===== src/rtl/bram_port_arbiter.sv =====
// Round-robin arbiter sharing one simple-dual-port BRAM between NUM_REQ requesters.
// Define BRAM_ARB_BYPASS_EN for write-first forwarding on same-address read/write.
module bram_port_arbiter #(
    parameter int NUM_REQ    = 4,
    parameter int DATA_WIDTH = 32,
    parameter int ADDR_WIDTH = 8,
    localparam int ID_WIDTH  = $clog2(NUM_REQ)
) (
    input  logic                          CLK,
    input  logic                          RSTn,
    input  logic [NUM_REQ-1:0]            req_valid,
    input  logic [NUM_REQ-1:0]            req_we,
    input  logic [NUM_REQ*ADDR_WIDTH-1:0] req_addr,
    input  logic [NUM_REQ*DATA_WIDTH-1:0] req_wdata,
    output logic [NUM_REQ-1:0]            req_ready,
    output logic                          rsp_valid,
    output logic [ID_WIDTH-1:0]           rsp_id,
    output logic [DATA_WIDTH-1:0]         rsp_data,
    output logic                          bram_write,
    output logic [ADDR_WIDTH-1:0]         bram_wrt_addr,
    output logic [DATA_WIDTH-1:0]         bram_data,
    output logic                          bram_read,
    output logic [ADDR_WIDTH-1:0]         bram_read_addr,
    input  logic [DATA_WIDTH-1:0]         bram_o_data
);

    // Returns {found, id} of the first candidate at or after ptr, wrapping modulo NUM_REQ.
    function automatic logic [ID_WIDTH:0] rr_pick(input logic [NUM_REQ-1:0] cand,
                                                  input logic [ID_WIDTH-1:0] ptr);
        logic [ID_WIDTH:0] res;
        int                idx;
        res = '0;
        for (int k = NUM_REQ - 1; k >= 0; k--) begin
            idx = (int'(ptr) + k) % NUM_REQ;
            if (cand[idx]) res = {1'b1, idx[ID_WIDTH-1:0]};
        end
        return res;
    endfunction

    function automatic logic [ID_WIDTH-1:0] next_ptr(input logic [ID_WIDTH-1:0] id);
        if (int'(id) == NUM_REQ - 1) return '0;
        return id + 1'b1;
    endfunction

    logic [ID_WIDTH-1:0]   wr_ptr, rd_ptr;
    logic [NUM_REQ-1:0]    wr_cand, rd_cand;
    logic [ID_WIDTH:0]     wr_sel, rd_sel;
    logic                  wr_any, rd_any;
    logic [ID_WIDTH-1:0]   wr_id, rd_id;
    logic [NUM_REQ-1:0]    wr_gnt, rd_gnt;
    logic                  vld_p1;
    logic [ID_WIDTH-1:0]   id_p1;

    // Grants are suppressed while reset is held so req_ready reads 0 in reset.
    assign wr_cand = req_valid &  req_we & {NUM_REQ{RSTn}};
    assign rd_cand = req_valid & ~req_we & {NUM_REQ{RSTn}};

    always_comb begin
        wr_sel = rr_pick(wr_cand, wr_ptr);
        rd_sel = rr_pick(rd_cand, rd_ptr);
        wr_any = wr_sel[ID_WIDTH];
        rd_any = rd_sel[ID_WIDTH];
        wr_id  = wr_sel[ID_WIDTH-1:0];
        rd_id  = rd_sel[ID_WIDTH-1:0];
        wr_gnt = '0;
        rd_gnt = '0;
        if (wr_any) wr_gnt[wr_id] = 1'b1;
        if (rd_any) rd_gnt[rd_id] = 1'b1;
    end

    assign req_ready      = wr_gnt | rd_gnt;
    assign bram_write     = wr_any;
    assign bram_wrt_addr  = wr_any ? req_addr[int'(wr_id)*ADDR_WIDTH +: ADDR_WIDTH]  : '0;
    assign bram_data      = wr_any ? req_wdata[int'(wr_id)*DATA_WIDTH +: DATA_WIDTH] : '0;
    assign bram_read      = rd_any;
    assign bram_read_addr = rd_any ? req_addr[int'(rd_id)*ADDR_WIDTH +: ADDR_WIDTH]  : '0;

    // Stage p0 -> p1: pointer advance and read response tagging
    always_ff @(posedge CLK or negedge RSTn) begin
        if (!RSTn) begin
            wr_ptr <= '0;
            rd_ptr <= '0;
            vld_p1 <= 1'b0;
            id_p1  <= '0;
        end else begin
            if (wr_any) wr_ptr <= next_ptr(wr_id);
            if (rd_any) begin
                rd_ptr <= next_ptr(rd_id);
                id_p1  <= rd_id;
            end
            vld_p1 <= rd_any;
        end
    end

    assign rsp_valid = vld_p1;
    assign rsp_id    = id_p1;

`ifdef BRAM_ARB_BYPASS_EN
    logic                  coll_p0;
    logic                  coll_p1;
    logic [DATA_WIDTH-1:0] byp_data_p1;

    assign coll_p0 = wr_any & rd_any & (bram_wrt_addr == bram_read_addr);

    always_ff @(posedge CLK or negedge RSTn) begin
        if (!RSTn) coll_p1 <= 1'b0;
        else       coll_p1 <= coll_p0;
    end

    always_ff @(posedge CLK) begin
        if (coll_p0) byp_data_p1 <= bram_data;
    end

    assign rsp_data = coll_p1 ? byp_data_p1 : bram_o_data;
`else
    assign rsp_data = bram_o_data;
`endif

endmodule


===== config.mk =====
export PLATFORM = sky130hd
export DESIGN_NAME = bram_port_arbiter
export DESIGN_NICKNAME = d
export VERILOG_FILES = /design/src/rtl/bram_port_arbiter.sv
export SDC_FILE = /design/constraint.sdc
export NUM_CORES = 1
export LEC_CHECK = 0
export ABC_CLOCK_PERIOD_IN_PS = 3450
export CORE_AREA = 2 2 114 116
export CTS_CLUSTER_SIZE = 24
export DETAILED_ROUTE_END_ITERATION = 7
export DIE_AREA = 0 0 116 118
export PLACE_DENSITY = 0.72
export SLEW_MARGIN = 20
export SYNTH_ARGS = -nofsm -noshare
export SYNTH_HDL_FRONTEND = slang
export SYNTH_SLANG_ARGS = --single-unit

===== constraint.sdc =====
create_clock -name CLK -period 3.45 [get_ports CLK]
set_input_delay 0.5175 -clock CLK [delete_from_list [all_inputs] [get_ports CLK]]
set_output_delay 0.5175 -clock CLK [all_outputs]
set_load 0.05 [all_outputs]

==> metrics.md, run 1 <==
| Metric | Value |
|---|---|
| Status | `completed` |
| Die Ht | `118 um` |
| DP Worst Slack | `0.0326 ns` |
| CTS tree | `done` |
| Area contributors post-synth | `mux2i_1 30%, buf_4 12%, o22ai_1 9.7%, dfrtp_1 7.5%, nand2_1 6.9%` |
| Max-cap check violation count | `0` |
| Most common cell in the netlist | `mux2i_1` |
| Largest family of logic cells by synthesized area | `compound AO/OA/AOI/OAI gates` |
| Fmax | `0.296 GHz` |
| Post-route DRC | `0` |
| Cell taking the most area after synthesis | `mux2i_1` |
| Die width | `116 um` |
| Clock insertion delay at the later pin of the skew report | `0.23 ns` |
| FF+latch count, synth | `7` |
| Min cycle time layout | `3.37 ns` |
| Clock Skew | `0.00122 ns` |
| Number of clock buffers inserted by TritonCTS | `3` |
| Ys flop type | `dfrtp_1` |
| Mapped Area | `0.00233 mm^2` |
| Die area | `0.0137 mm^2` |
| Post-synth EDFFs | `0` |
| P_leak | `0.00226 uW` |
| Core area | `0.0124 mm^2` |
| Cell row count | `41` |
| Post-Synth XOR/XNOR Area | `0%` |
| Layout net count | `697` |
| Root buffer cell | `clkbuf_16` |
| Final non-filler cell total | `666` |
| Worst Path Arrival | `2.86 ns` |
| CP Launch Type | `primary input` |
| CP endpoint kind | `output port` |
| Synth top cells by count | `70 x mux2i_1, 43 x nand2_1, 37 x buf_4` |
| Maximum fanout along the worst path | `21` |
| Worst setup margin | `0.0771 ns` |
| Fillcell total | `1205` |
| CP required | `2.93 ns` |
| Synth top area share | `30.0%` |
| PwrDens | `384 mW/mm^2` |
| Worst-Margin Slew | `0.527 ns` |
| Hold path startpoint | `rsp_id[1]` |
| Worst R2R Setup Slack | `1.28 ns` |
| Fraction of layout cells with a size suffix above 1 | `19.6%` |
| Post-synthesis cell type count | `43` |
| Mapped Cells | `301` |
| Final Slew Violations | `0` |
| Final hold slack | `0.497 ns` |
| Simple-gate area share of the yosys netlist | `12.8%` |
| Critical Path Max Stage Delay | `0.50 ns` |
| Max VDD drop | `0.000185 V` |
| Initial antenna violation count | `0` |
| Initial DRC count | `154` |
| Clock-pin slew on the worst setup and hold paths | `0.03 ns` |
| Final-report hold violation count | `0` |
| Syn. warnings | `0` |
| DP HPWL | `9730 um` |
| # diodes | `0` |
| Buf/Inv on CP | `3` |
| Hold endpoint | `rsp_id[1]` |
| Most common cell on crit path | `buf_12` |
| Compound-cell area share of the yosys netlist | `31.0%` |
| Crit path from | `req_valid[3]` |
| Largest net degree at the start of global routing | `33` |
| Grt total ovfl | `0` |
| Slowest CP cell | `clkdlybuf4s50_1` |
| Routability cong. | `0.874` |
| Vias per std cell | `4.78` |
| First-pass GRT wire length | `17700 um` |
| Register area share after synthesis | `7.51%` |
| DR WL/cell | `17.9 um` |
| Overall Global Routing Usage | `16.2%` |
| Post-synthesis adder-cell area fraction | `0%` |
| Syn Nets | `503` |
| CP Cell Sequence | `clkdlybuf4s50_1 > and2_1 > nand3_1 > o211ai_1 > a41o_4 > buf_12 > mux2i_1 > o22ai_1 > buf_12` |
| H-tree levels | `1` |
| Headroom to the max-slew limit | `64.8%` |
| Hold_buf cts | `0` |
| Initial Util | `18.8%` |
| Worst reg2reg path startpoint | `wr_ptr[1]` |
| Via count | `3181` |
| Clk buf depth | `2` |
| Worst hold path type | `flop to flop` |
| Avg Inst Size Synth | `7.75 um^2` |
| Placed cell count | `660` |
| Reg2Reg Depth | `8` |
| IO Port Bufs | `226` |
| Tcrit/Tclk final | `97.8%` |
| Area Overhead vs Synth | `128%` |
| Cell family contributing the most delay on the critical path | `compound AO/OA/AOI/OAI gates` |
| Post-synthesis mux area share | `30.0%` |
| Hold Crit Depth | `2` |
| # setup viols final | `0` |
| Total Routed Length | `11900 um` |
| Vias in the first global route | `3193` |
| First-pass DRT Iterations | `4` |
| Critical path class | `primary input to output port` |
| CTS sink count | `7` |
| Async SR Flop Fraction | `100%` |
| Crit Reg-Reg Endpoint | `wr_ptr[1]` |
| Post-route ant nets | `0` |
| Io pins | `291` |
worst max path at each step:
stage,to,slack [ns],cells past startpoint
after floorplan,bram_data[14],0.28,6
after global placement,bram_data[17],0.15,10
after detailed placement,bram_data[7],0.03,10
after CTS,bram_data[10],0.03,10
after global routing,bram_wrt_addr[0],-0.05,9
final,bram_wrt_addr[0],0.08,9
logic make-up after synthesis:
group                  after synthesis
AOI/OAI and AO/OA                   94
muxes                               70
buffers and inverters               67
and+or+nand+nor                     63
DFF                                  7
power by group:
group	internal, uW	total, uW	switching [uW]	leakage (uW)
clock	154	197	43.3	0.0000382
combinational	831	1710	878	0.00214
sequential	101	134	33.2	0.0000822
total	1090	2040	954	0.00226
registers in the layout (all words and copies together), names as in the netlist:
signal	cells
rd_ptr	2
rsp_id	2
rsp_valid	1
wr_ptr	2
area by class of cell:
cell class	instances	area, um^2	area share, %
timing repair buffer	248	3050	57.3
sequential	7	175	3.29
inverter	8	30.0	0.565
clock buffer	4	78.8	1.48
multi-input combinational	227	1770	33.3
tap	172	215	4.05
tightest hold or removal path, cell delays in order (launching register included):
cell,delay [ns]
dfrtp_1,0.35
nand2_1,0.06
nand2_1,0.06
timing repair:
action / in CTS / in global routing
endpoints found under the setup margin: 0 / 35
resized for setup: 0 / 7
setup buffers: 0 / 1
per-layer routing:
layer | up-vias | part of all wire, % | track usage, %
met1 | 1508 | 37 | 18.3
met3 | 5 | 8.6 | 4.27
li1 | 1502 | - | -
met4 | 0 | 0.52 | 1.34
met2 | 166 | 54 | 30.9
met5 | - | 0 | 0
cell usage in the layout (no fill, tap or decap), types with 7 or more instances in the layout:
cell             count
a31oi_1             10
buf_4               17
nand2_1             42
a32oi_1             10
dfrtp_1              7
mux2i_1             70
a211oi_1             7
buf_12              57
o22ai_1             36
clkdlybuf4s50_1    171
through the flow:
step | total power, uW | util [%] | cell area (um^2) | TNS (ns)
floorplan | 1060 | - | 2330 | 0
global placement | 1790 | 41.6 | 5170 | 0
detailed placement | 1810 | 41.6 | 5170 | 0
CTS | 2020 | 42.3 | 5250 | 0
global route | 2120 | 42.8 | 5320 | -0.195
finish | 2040 | 42.8 | 5320 | 0
Note: power is estimated with default switching activity, not from simulation.
==> run 2, diff against run 1 <==
- CORE_AREA: 2 2 114 116 -> 2 2 112 114
- DIE_AREA: 0 0 116 118 -> 0 0 114 116
- DONT_BUFFER_PORTS: unset -> 1
- PLACE_DENSITY: 0.72 -> 0.42
==> run 2 against run 1 <==
Compared with the run above:
- sequential share of layout area increased by 3.2 points
- first-iteration DRC count increased by 50%
- fmax increased by 8.6%
- power decreased by 31%
- hold slack improved by 0.057 ns
- register-to-register slack about the same
- core utilization decreased by 20 points
- die area decreased by 3.4%
- critical path depth decreased by 1
- final cell count decreased by 32%
- wire length decreased by 16%
- critical path type is now flop to output port
- largest cell class is now multi-input combinational cells
- largest power group unchanged
==> metrics.md, run 2 (synthesized netlist as in run 1, its figures left out) <==
| Metric | Value |
|---|---|
| Status | `completed` |
| Worst R2R Setup Slack | `1.29 ns` |
| Finished Core Util | `22.8%` |
| Cell family contributing the most delay on the critical path | `compound AO/OA/AOI/OAI gates` |
| Overall Global Routing Usage | `13.1%` |
| PostCTS Resize Cnt | `0` |
| Max VDD drop | `0.000159 V` |
| Hold path startpoint | `RSTn` |
| IO Port Bufs | `0` |
| Combinational fraction of design power | `75.5%` |
| First-pass GRT wire length | `13600 um` |
| Clock Power Share | `14.1%` |
| # diodes | `0` |
| Hold endpoint | `rsp_valid` |
| Worst hold path type | `primary input to flop` |
| Cell row count | `40` |
| Headroom to the max-slew limit | `53.9%` |
| Commonest non-fill, non-tap cell in the layout | `mux2i_1` |
| Crit path from | `wr_ptr[0]` |
| RSZ-0062 raised after global routing | `no` |
| Core area | `0.0119 mm^2` |
| Routability cong. | `0.785` |
| Grt total ovfl | `0` |
| Clock insertion delay at the later pin of the skew report | `0.23 ns` |
| Most common cell on crit path | `buf_4` |
| Final-report hold violation count | `0` |
| Via count | `2444` |
| Number of clock buffers inserted by TritonCTS | `3` |
| Setup Total Neg Slack | `0 ns` |
| Critical Path Max Stage Delay | `0.68 ns` |
| Initial DRC count | `231` |
| Buf/Inv on CP | `2` |
| CP Launch Type | `flop` |
| Seq pwr share | `10.5%` |
| Largest net degree at the start of global routing | `66` |
| CP Cell Sequence | `and3b_1 > a311oi_1 > o21ai_1 > o311a_1 > buf_4 > a31oi_1 > a32oi_1 > buf_4` |
| Post-route ant nets | `0` |
| Die Ht | `116 um` |
| Most frequent cells in the layout | `70 x mux2i_1, 60 x buf_4, 43 x nand2_1` |
| Fmax | `0.322 GHz` |
| Total Routed Length | `9970 um` |
| Fraction of layout cells with a size suffix above 1 | `25.6%` |
| DR WL/cell | `21.9 um` |
| # setup viols final | `0` |
| CTS sink count | `7` |
| Buffer count from post-CTS setup fixing | `0` |
| H-tree levels | `1` |
| Io pins | `291` |
| Worst reg2reg path startpoint | `wr_ptr[0]` |
| Internal power | `605 uW` |
| Sw frac | `57.2%` |
| Min cycle time layout | `3.10 ns` |
| Net Sw Power | `808 uW` |
| Clock Skew | `0.000738 ns` |
| Final Slew Violations | `0` |
| Vias per std cell | `5.36` |
| P_leak | `0.00130 uW` |
| DP Worst Slack | `0.556 ns` |
| Maximum fanout along the worst path | `19` |
| Initial antenna violation count | `0` |
| Initial Util | `19.6%` |
| Die width | `114 um` |
| Worst-Margin Slew | `0.691 ns` |
| Root buffer cell | `clkbuf_16` |
| Worst setup margin | `0.345 ns` |
| Tcrit/Tclk final | `90.0%` |
| CTS tree | `done` |
| Area Overhead vs Synth | `16.3%` |
| Slowest CP cell | `o311a_1` |
| Post-route DRC | `0` |
| Max-cap check violation count | `0` |
| CP required | `2.93 ns` |
| Reg2Reg Depth | `7` |
| Final hold slack | `0.554 ns` |
| PwrDens | `521 mW/mm^2` |
| Crit Reg-Reg Endpoint | `wr_ptr[1]` |
| Hold Crit Depth | `2` |
| Die area | `0.0132 mm^2` |
| Clk buf depth | `2` |
| Layout net count | `512` |
| CP endpoint kind | `output port` |
| Clock-pin slew on the worst setup and hold paths | `0.04 ns` |
| Vias in the first global route | `2252` |
| DP HPWL | `8250 um` |
| First-pass DRT Iterations | `4` |
| Worst Path Arrival | `2.59 ns` |
| Critical path class | `flop to output port` |
==> run 2: changes by cell type in the layout (fill, tap and decap cells not counted), sizes merged <==
| cell | delta |
|---|---|
| dlymetal6s2s | -1 |
| clkdlybuf4s50 | -171 |
| clkbuf | -1 |
| dlygate4sd3 | +1 |
| buf | -13 |
==> run 2: power groups by stage <==
stage | Clock (uW) | Combinational [uW] | Sequential [uW]
floorplan | 0 | 932 | 132
global route | 211 | 1120 | 152
global placement | 0 | 1060 | 149
detailed placement | 0 | 1070 | 149
CTS | 202 | 1070 | 148
finish | 199 | 1070 | 148
==> run 2: area by class of cell <==
cell class	instances	area [um^2]
flip-flops and latches	7	175
clock buffers	4	78.8
inverters	8	30.0
repair buffers	63	500
fillers	1332	9200
multi-input cells	227	1740
well taps	147	184
==> run 2: per-stage QoR <==
stage | cells | total power, uW | area (um^2)
after global routing | 456 | 1480 | 2710
after CTS | 456 | 1420 | 2710
after detailed placement | 451 | 1210 | 2620
after global placement | 451 | 1210 | 2620
after floorplan | 301 | 1060 | 2330
final | 456 | 1410 | 2710
==> run 2: how the worst max path moves through the flow <==
stage	to	slack, ns	depth (start not counted)
after floorplan	bram_data[14]	0.28	6
after global placement	bram_data[1]	0.52	8
after detailed placement	bram_data[1]	0.56	8
after CTS	bram_data[3]	0.37	8
after global routing	bram_data[3]	0.19	8
final	bram_data[3]	0.35	8
==> run 2: what timing repair did <==
| item | in CTS | in global routing |
|---|---|---|
| hold endpoints to repair | 7 | 0 |
| hold buffers | 1 | 0 |
| setup endpoints to repair | 0 | 0 |
==> run 2: layer usage <==
metal | wire length, um | track usage [%] | up-vias
met2 | 5220 | 23.9 | 169
met1 | 3860 | 16.4 | 1139
met5 | 0 | 0 | -
li1 | - | - | 1128
met3 | 838 | 2.98 | 8
met4 | 54 | 1.46 | 0
==> run 3, diff against run 2 <==
- GPL_TIMING_DRIVEN: unset -> 1
- RECOVER_POWER: unset -> 25
==> results of run 3 <==
Same layout as run 2: the final DEF is identical, and so are final timing and power.
==> RTL change, RTL diff (settings of run 1) <==
Set the parameter `ADDR_WIDTH` to 6 (it was 8).
--- a/src/rtl/bram_port_arbiter.sv
+++ b/src/rtl/bram_port_arbiter.sv
@@ -5,3 +5,3 @@
     parameter int DATA_WIDTH = 32,
-    parameter int ADDR_WIDTH = 8,
+    parameter int ADDR_WIDTH = 6,
     localparam int ID_WIDTH  = $clog2(NUM_REQ)
Ports: changed (resized bram_read_addr, bram_wrt_addr and req_addr); port bits go from 291 to 279. The function was not compared with the original's and may differ.
==> RTL change against run 1 <==
- first-iteration DRC count is 1.3% higher
- via count decreased by 3.0%
- synthesized area grew 1.1%
- critical path depth down 2
- non-clock buffer count decreased by 20
- design area down 13%
- worst setup slack better by 87 ps
- combinational power fell by 43%
- synthesized cell count is 1.3% lower
- total power fell by 37%
- wire length fell by 6.7%
- worst hold slack gained 7.3 ps
- sequential cell count unchanged
- critical path type unchanged
- largest cell class unchanged
- largest power group unchanged
- highest routed layer unchanged
==> RTL change: results (changes against run 1) <==
Leakage = 2.205 nW (-2.5%)
Vias/cell = 4.776 (about the same)
Port buffer count = 214 (-5.3%)
Register area share after synthesis = 7.427% (-0.084 points)
CP Capture Point = bram_wrt_addr[1]
GRT Overall Usage = 15.44% (-0.71 points)
Final wirelength = 11,110 um (-6.7%)
Maximum vdd drop = 0.1277 mV (-31%)
Post-DP HPWL = 9305 um (-4.3%)
Worst r2r src = rd_ptr[1]
Async S/R FF share, synth = 100.0% (unchanged)
H-tree depth = 1 (unchanged)
Worst r2r path cells = 5 (-3)
Largest net degree at the start of global routing = 45 (+36%)
Hold Path Depth = 2 (unchanged)
Clk buf depth = 2 (unchanged)
Worst-Skew Late Latency = 230 ps (about the same)
TritonCTS buffer count = 3 (unchanged)
Synth cell types = 40 (-7.0%)
Post-synth EDFFs = 0 (unchanged)
Synth area leaders = mux2i_1, buf_4, o22ai_1, dfrtp_1, o211ai_1
Diodes inserted = 0 (unchanged)
Tightest Pin Transition = 589.3 ps (+62.55 ps)
Setup slack, reg-to-reg = 1430 ps (+150 ps)
Synth Flop Type = dfrtp_1
Routability cong. = 0.9075 (+3.8%)
Layout cell share with drive strength beyond 1 = 17.09% (-2.5 points)
Final Hold Viols = 0 (unchanged)
Worst Path Arrival = 2770 ps (-90 ps)
Status = finished clean
Net Count, Synth = 492 (-2.2%)
Placed cell area = 4572 um^2 (-12%)
CP startpoint = req_valid[3]
Vias in the first global route = 3,103 (-2.8%)
Nets = 670 (-3.9%)
Critical path's largest stage delay = 520 ps (+20 ps)
Via count = 3,085 (-3.0%)
First-pass GRT wire length = 16,820 um (-4.7%)
Worst Hold End = rsp_id[1]
DR iter-0 viols = 156 (+1.3%)
Postcts setup bufs = 0 (unchanged)
Worst Clk Skew = 1.866 ps (+0.6447 ps)
Most frequent cells after synthesis = mux2i_1, o22ai_1, buf_4
CP Max Fanout = 8 (-62%)
YS warnings = 0 (unchanged)
Final hold slack = 504.1 ps (+7.313 ps)
Mean Syn Cell Area = 7.941 um^2 (+2.5%)
Dpl cells = 642 (-2.7%)
R2R Path End = rd_ptr[1]
## RTL change: cell count changes in the layout (fill, tap and decap cells not counted), sizes merged, moves of 5 or more
cell	change
a32oi	-10
mux2	+7
mux2i	+12
a31oi	-8
inv	+10
o21ai	+5
clkdlybuf4s50	-7
a211oi	-7
nand2	-20
o211ai	+10
buf	-11
## RTL change: kinds of logic (layout without fill, tap and decap cells)
family	after synthesis	after routing	synth area share, %
compound gates	84	84	25.31
fa+ha+maj	1	1	0.5304
buf+inv	73	250	19.68
flops	7	7	7.427
mux	89	89	38.14
simple gates	43	43	8.912
## RTL change: where the power goes
group	internal [mW]	switching [mW]	leakage, nW	total [mW]
clock	0.154	0.0465	0.0382	0.201
sequential	0.0975	0.0186	0.0843	0.116
combinational	0.452	0.523	2.08	0.974
total	0.703	0.588	2.20	1.29
## RTL change: final cells by class
cell class	instances	area, um^2
well taps	172	215.2
fillers	1245	7764
multi-input cells	217	1742
flip-flops and latches	7	175.2
inverters	18	67.56
clock buffers	4	78.83
repair buffers	228	2372
## RTL change: critical path: cells and delay by family
kind / cells / cell delay [ps]
and+or+nand+nor: 1 / 90
muxes: 1 / 130
buffers and inverters: 2 / 720
AOI/OAI and AO/OA: 3 / 1300
## RTL change: stage by stage
stage | total power [mW] | setup slack, ps
finish | 1.291 | 164.1
global route | 1.345 | 24.13
CTS | 1.294 | 91.63
detailed placement | 1.090 | 107.8
global placement | 1.075 | 118.9
floorplan | 0.7432 | 130.3
## RTL change: metal layers
layer / vias to the layer above / wire (um) / global-route usage [%]
met2: 193 / 5633 / 27.74
met3: 18 / 824 / 2.575
met4: 0 / 136 / 3.274
met1: 1435 / 4513 / 19.06
li1: 1439 / - / -
met5: - / 0 / 0
